**config.mk**
```make
export PLATFORM = sky130hd
export DESIGN_NAME = riscv_muldiv
export DESIGN_NICKNAME = d
export VERILOG_FILES = /design/src/rtl/riscv_muldiv.sv
export SDC_FILE = /design/constraint.sdc
export NUM_CORES = 1
export LEC_CHECK = 0
export CORE_MARGIN = 3
export CORE_UTILIZATION = 45
export CTS_CLUSTER_DIAMETER = 50
export DETAILED_ROUTE_END_ITERATION = 8
export DONT_BUFFER_PORTS = 1
export GPL_TIMING_DRIVEN = 0
export SLEW_MARGIN = 10
export SYNTH_ARGS = -nofsm -noshare
export SYNTH_HDL_FRONTEND = slang
export SYNTH_SLANG_ARGS = --single-unit
```
**constraint.sdc**
```tcl
create_clock -name clk -period 4.64 [get_ports clk]
set_clock_uncertainty 0.2 [all_clocks]
set_input_delay 0.464 -clock clk [delete_from_list [all_inputs] [get_ports clk]]
set_output_delay 0.464 -clock clk [all_outputs]
set_load 0.1 [all_outputs]
```
**src/rtl/riscv_muldiv.sv**
```systemverilog
// riscv_muldiv: iterative RV32M/RV64M multiply/divide unit for the Execute stage.
//   Multiply is shift-add and divide is restoring division, both on operand
//   magnitudes. Each takes XLEN/UNROLL iteration cycles, and the sign is fixed
//   up at the end. Divide-by-zero and signed overflow skip the iterations and
//   take a one-cycle fast path.
// Ports:
//   clk, reset     rising-edge clock; asynchronous active-high reset
//   start          issue op (honoured only in IDLE and only without flush)
//   funct3         RV32M/RV64M op select (MUL..REMU)
//   srca, srcb     rs1 / rs2 operands, latched at start
//   rdIn           destination tag, latched at start
//   flush          abort the op in flight
//   busy           op in flight (iteration or fast-path cycle)
//   done           one-cycle pulse: result/rdOut valid
//   result, rdOut  last completed result and tag, held between ops
module riscv_muldiv #(
  parameter int XLEN   = 32,
  parameter int UNROLL = 1
) (
  input  logic            clk,
  input  logic            reset,
  input  logic            start,
  input  logic [2:0]      funct3,
  input  logic [XLEN-1:0] srca,
  input  logic [XLEN-1:0] srcb,
  input  logic [4:0]      rdIn,
  input  logic            flush,
  output logic            busy,
  output logic            done,
  output logic [XLEN-1:0] result,
  output logic [4:0]      rdOut
);

  localparam int N  = XLEN / UNROLL;
  localparam int CW = $clog2(N);
  localparam int AW = 2 * XLEN + 1;

  typedef enum logic [1:0] {IDLE, CALC, FAST, FIN} state_t;

  state_t            state, nextState;
  logic [AW-1:0]     acc, stepAcc, t;
  logic [XLEN-1:0]   opB;
  logic              isDiv, hiHalf, remOp, negRes;
  logic [CW-1:0]     count;
  logic [4:0]        rdReg;

  logic              sgnA, sgnB, negA, negB, divZero, ovf, fastPath, accept;
  logic [XLEN-1:0]   magA, magB, fastVal, selD, finalRes;
  logic [XLEN:0]     sum;
  logic [XLEN+1:0]   diff;
  logic [2*XLEN-1:0] prod;

  // Operand decode, evaluated on the raw inputs for the start cycle.
  always_comb begin
    sgnA     = (funct3 == 3'b001) || (funct3 == 3'b010) ||
               (funct3 == 3'b100) || (funct3 == 3'b110);
    sgnB     = (funct3 == 3'b001) || (funct3 == 3'b100) || (funct3 == 3'b110);
    negA     = sgnA && srca[XLEN-1];
    negB     = sgnB && srcb[XLEN-1];
    magA     = negA ? (~srca + 1'b1) : srca;
    magB     = negB ? (~srcb + 1'b1) : srcb;
    divZero  = funct3[2] && (srcb == '0);
    ovf      = funct3[2] && !funct3[0] &&
               (srca == {1'b1, {(XLEN-1){1'b0}}}) && (srcb == '1);
    fastPath = divZero || ovf;
    if (divZero) fastVal = funct3[1] ? srca : '1;
    else         fastVal = funct3[1] ? '0 : srca;
    accept   = (state == IDLE) && start && !flush;
  end

  // UNROLL iteration steps per cycle. Accumulator layout is
  // {upper XLEN+1 bits, lower XLEN bits}: for multiply the upper part is the
  // running partial product and the lower part the remaining multiplier bits;
  // for divide the upper part is the partial remainder and the lower part
  // shifts dividend bits out and quotient bits in.
  always_comb begin
    t    = acc;
    sum  = '0;
    diff = '0;
    for (int unsigned i = 0; i < UNROLL; i++) begin
      if (isDiv) begin
        t    = t << 1;
        diff = {1'b0, t[AW-1:XLEN]} - {2'b00, opB};
        if (!diff[XLEN+1]) begin
          t[AW-1:XLEN] = diff[XLEN:0];
          t[0]         = 1'b1;
        end
      end else begin
        sum = t[AW-1:XLEN] + {1'b0, opB & {XLEN{t[0]}}};
        t   = {sum, t[XLEN-1:0]} >> 1;
      end
    end
    stepAcc = t;
  end

  // Sign fix-up on the accumulator after the final step.
  always_comb begin
    selD = remOp ? stepAcc[2*XLEN-1:XLEN] : stepAcc[XLEN-1:0];
    prod = negRes ? (~stepAcc[2*XLEN-1:0] + 1'b1) : stepAcc[2*XLEN-1:0];
    if (isDiv) finalRes = negRes ? (~selD + 1'b1) : selD;
    else       finalRes = hiHalf ? prod[2*XLEN-1:XLEN] : prod[XLEN-1:0];
  end

  always_comb begin
    nextState = state;
    case (state)
      IDLE: if (accept) nextState = fastPath ? FAST : CALC;
      CALC: begin
        if (flush)                     nextState = IDLE;
        else if (count == CW'(N - 1))  nextState = FIN;
      end
      FAST: nextState = flush ? IDLE : FIN;
      FIN:  nextState = IDLE;
      default: nextState = IDLE;
    endcase
  end

  assign busy = (state == CALC) || (state == FAST);
  assign done = (state == FIN);

  always_ff @(posedge clk or posedge reset) begin
    if (reset) begin
      state  <= IDLE;
      acc    <= '0;
      opB    <= '0;
      isDiv  <= 1'b0;
      hiHalf <= 1'b0;
      remOp  <= 1'b0;
      negRes <= 1'b0;
      count  <= '0;
      rdReg  <= '0;
      result <= '0;
      rdOut  <= '0;
    end else begin
      state <= nextState;
      case (state)
        IDLE: if (accept) begin
          opB    <= funct3[2] ? magB : magA;
          isDiv  <= funct3[2];
          hiHalf <= (funct3[1:0] != 2'b00);
          remOp  <= funct3[2] & funct3[1];
          negRes <= (funct3[2] & funct3[1]) ? negA : (negA ^ negB);
          rdReg  <= rdIn;
          count  <= '0;
          // The fast-path value waits in the accumulator so that a flush
          // during the fast cycle leaves result untouched.
          if (fastPath) acc <= {{(XLEN+1){1'b0}}, fastVal};
          else          acc <= {{(XLEN+1){1'b0}}, funct3[2] ? magA : magB};
        end
        CALC: begin
          if (flush) begin
            count <= '0;
          end else begin
            acc <= stepAcc;
            if (count == CW'(N - 1)) begin
              count  <= '0;
              result <= finalRes;
              rdOut  <= rdReg;
            end else begin
              count <= count + 1'b1;
            end
          end
        end
        FAST: if (!flush) begin
          result <= acc[XLEN-1:0];
          rdOut  <= rdReg;
        end
        default: ;
      endcase
    end
  end

endmodule
```
==> flow_summary.json <==
{
  "cts_buffer_depth": 2,
  "via_per_inst": 7.10,
  "crit_buf_inv": 6,
  "drv_slew": 0,
  "drive_gt1_share_pct": 20.9,
  "grt_pass1_wl_um": 144000,
  "synth_top_area_cell": "dfrtp_1",
  "path_clk_slew_ns": 0.07,
  "min_period_ns": 5.23,
  "hpwl_um": 76500,
  "drt_iter0_markers": 3593,
  "hold_path_class": "in2reg",
  "timing.fmax_ghz": 0.191,
  "dominantRegCellSynth": "dfrtp_1",
  "htreeDepth": 4,
  "max_stage_delay_ns": 0.55,
  "synth_area_leaders": "dfrtp_1 21%, o21ai_0 7.2%, nand2_1 6.9%, a21oi_1 6.0%, ha_1 5.2%",
  "dr_total_vias": 23129,
  "synth_edf_count": 0,
  "r2r-start": "isDiv$_DFFE_PP0P_",
  "path_class": "reg2reg",
  "synthesis.area_mm2": 0.0183,
  "worstMarginPinSlew_ns": 1.46,
  "drv_cap": 1,
  "whs_endpoint": "state[0]$_DFFE_PP0P_",
  "synth_cells": 2539,
  "r2r_end": "result[6]$_DFFE_PP0P_",
  "clkSinkCount": 150,
  "drt_first_pass_iters": 9,
  "yosysTopAreaCellShare_pct": 20.5,
  "start_util_pct": 45.9,
  "area_delta_synth_final_pct": 25.9,
  "grt_max_degree": 40,
  "grt_pass1_vias": 21412,
  "rows": 73,
  "rsz0062_at_grt": "yes",
  "clk_latency_ns": 0.49,
  "ys_top_cells_by_count": "335 x nand2_1, 263 x o21ai_0, 218 x a21oi_1",
  "worstHoldPathCells": 3,
  "die_w_um": 208,
  "yosysMostFrequentCell": "nand2_1",
  "final.setup.worst_slack_ns": -0.590,
  "die-height_um": 208,
  "violations": "design-rule violations, max-capacitance violations, negative setup slack",
  "setup_viol_count_final": 32,
  "crit_slowest_cell": "or4b_4",
  "cp_max_fo": 10,
  "synthDistinctLibCells": 103,
  "final-seq-area_mm2": 0.00379,
  "outcome": "finished, violations left",
  "ys_ff_latch": 150,
  "critPathMostFrequentCell": "buf_4",
  "drtAntennaViolNets": 0,
  "cts_tree": "done",
  "cp_cell_sequence": "buf_4 > buf_4 > buf_4 > clkbuf_8 > nor2b_1 > a221o_1 > inv_2 > ha_4 > inv_4 > or4b_4 > or3_4 > or4_4 > o41ai_4 > xnor2_1 > a211oi_1 > a21oi_1 > o21ai_1",
  "final_nets": 2871,
  "placedInstanceArea_mm2": 0.0192,
  "yosys_warnings": 0,
  "ctsRootBufferMaster": "clkbuf_16",
  "syn-num-nets": 2693,
  "r2r_cells": 17,
  "hold_viol_final": 0,
  "avgSynthCellArea_um2": 7.21,
  "ff2ff_setup_slack_ns": -0.59,
  "min-delay-start": "flush",
  "synth-async-reset-ratio_pct": 100,
  "critPathLaunchType": "register",
  "ios": 115,
  "routed_wl_um": 101000,
  "coreArea_mm2": 0.0399,
  "cp_data_arrival_time_ns": 5.37,
  "multi_input_area_mm2": 0.0155,
  "antenna_found_initial": 0,
  "endpoint_kind": "register",
  "portBuffers": 0,
  "overflow": 0,
  "wl_per_cell_um": 31.1,
  "cts_buffers": 17,
  "finalCritPeriodShare_pct": 113,
  "grt.total_usage_pct": 44.6,
  "worstPathRequired_ns": 4.78,
  "path_delay_family": "simple AND/OR/NAND/NOR gates",
  "final_util_pct": 57.7,
  "yosysSeqAreaShare_pct": 20.5,
  "dieArea_mm2": 0.0431,
  "path_depth": 17,
  "routabilityCongestion": 1.11,
  "slew_headroom_pct": 1.69,
  "drc": 1,
  "final_design_area_no_fill_mm2": 0.0230,
  "nFillCells": 3717
}
==> kinds of logic (layout without fill, tap and decap cells) <==
| group | Yosys count | count (layout) | share of synthesized area [%] |
|---|---|---|---|
| DFF | 150 | 150 | 20.5 |
| other | 0 | 1 | 0 |
| muxes | 83 | 83 | 4.76 |
| and+or+nand+nor | 941 | 941 | 24.8 |
| adders and majority gates | 78 | 78 | 5.41 |
| buffers and inverters | 239 | 430 | 5.12 |
| xor gates and xnor gates | 157 | 157 | 7.51 |
| AOI/OAI and AO/OA | 891 | 891 | 31.9 |
==> worst max path at each step <==
stage | startpoint | endpoint | slack (ns)
finish | isDiv$_DFFE_PP0P_ | result[6]$_DFFE_PP0P_ | -0.59
global route | opB[20]$_DFFE_PP0P_ | result[22]$_DFFE_PP0P_ | -0.61
CTS | acc[57]$_DFFE_PP0P_ | result[30]$_DFFE_PP0P_ | -0.47
detailed placement | isDiv$_DFFE_PP0P_ | result[15]$_DFFE_PP0P_ | -1.79
global placement | isDiv$_DFFE_PP0P_ | result[15]$_DFFE_PP0P_ | -1.82
floorplan | acc[57]$_DFFE_PP0P_ | result[4]$_DFFE_PP0P_ | -0.07
==> area by class of cell <==
cell class / instances / share of cell area [%]
well taps: 525 / 2.85
clock inverters: 14 / 0.814
clock buffers: 18 / 1.91
flip-flops and latches: 150 / 16.5
repair buffers: 166 / 6.17
plain buffers: 156 / 3.26
inverters: 76 / 1.28
multi-input cells: 2150 / 67.3
diodes: 1 / 0.0109
==> registers in the layout, summed over array words and instances, names as in the netlist <==
signal,cells
acc,65
opB,32
result,32
rdOut,5
rdReg,5
remOp,1
negRes,1
isDiv,1
hiHalf,1
state,2
count,5
==> cells in the final DEF (no fill, tap or decap), types with 20 or more instances in the layout <==
cell type / count
mux2i_1: 38
a31oi_1: 20
xnor2_1: 80
o21ai_0: 239
dfrtp_1: 120
or3_1: 22
o211ai_1: 40
dfrtp_2: 30
ha_4: 24
a21oi_1: 201
nor2b_1: 21
nor2_1: 190
and2_1: 49
a21o_1: 29
nor3_1: 61
inv_1: 63
nand4_1: 36
nand3_1: 54
buf_4: 140
and3_1: 30
nand2_1: 329
a211oi_1: 27
mux2_2: 30
xor2_1: 68
clkbuf_1: 107
ha_1: 47
o21ai_1: 20
o31ai_1: 27
==> per-layer routing <==
metal | share of wire, % | vias up | track usage, %
li1 | - | 9766 | -
met1 | 37 | 10930 | 56.1
met5 | 0 | - | 0.890
met4 | 8.6 | 0 | 29.2
met2 | 42 | 1929 | 66.6
met3 | 13 | 504 | 13.1
==> through the flow <==
| step | cells | hold WS (ns) | TNS, ns | setup slack, ns |
|---|---|---|---|---|
| 6_report | 3256 | 0.0344 | -11.12 | -0.590 |
| 3_3_place_gp | 3064 | 0.239 | -54.97 | -1.82 |
| 3_5_place_dp | 3068 | 0.0762 | -53.90 | -1.79 |
| 4_1_cts | 3185 | 0.00427 | -6.42 | -0.469 |
| 2_1_floorplan | 2539 | 0.233 | -0.142 | -0.0729 |
| 5_1_grt | 3255 | 0.0604 | -12.12 | -0.607 |
==> worst min-delay path, cell delays in order <==
cell	delay, ns
nor3b_1	0.03
a21oi_1	0.11
a21oi_1	0.08
==> timing repair <==
action,CTS,global route
setup endpoints to repair,49,32
buffers inserted,80,71
pin swaps,71,94
endpoints found under the hold margin,52,0
gates resized for setup,286,153
hold buffers,11,0
Power is left out: the tool's default activity adds up to more than one toggle a clock period on the data nets, which glitch-free logic cannot reach.
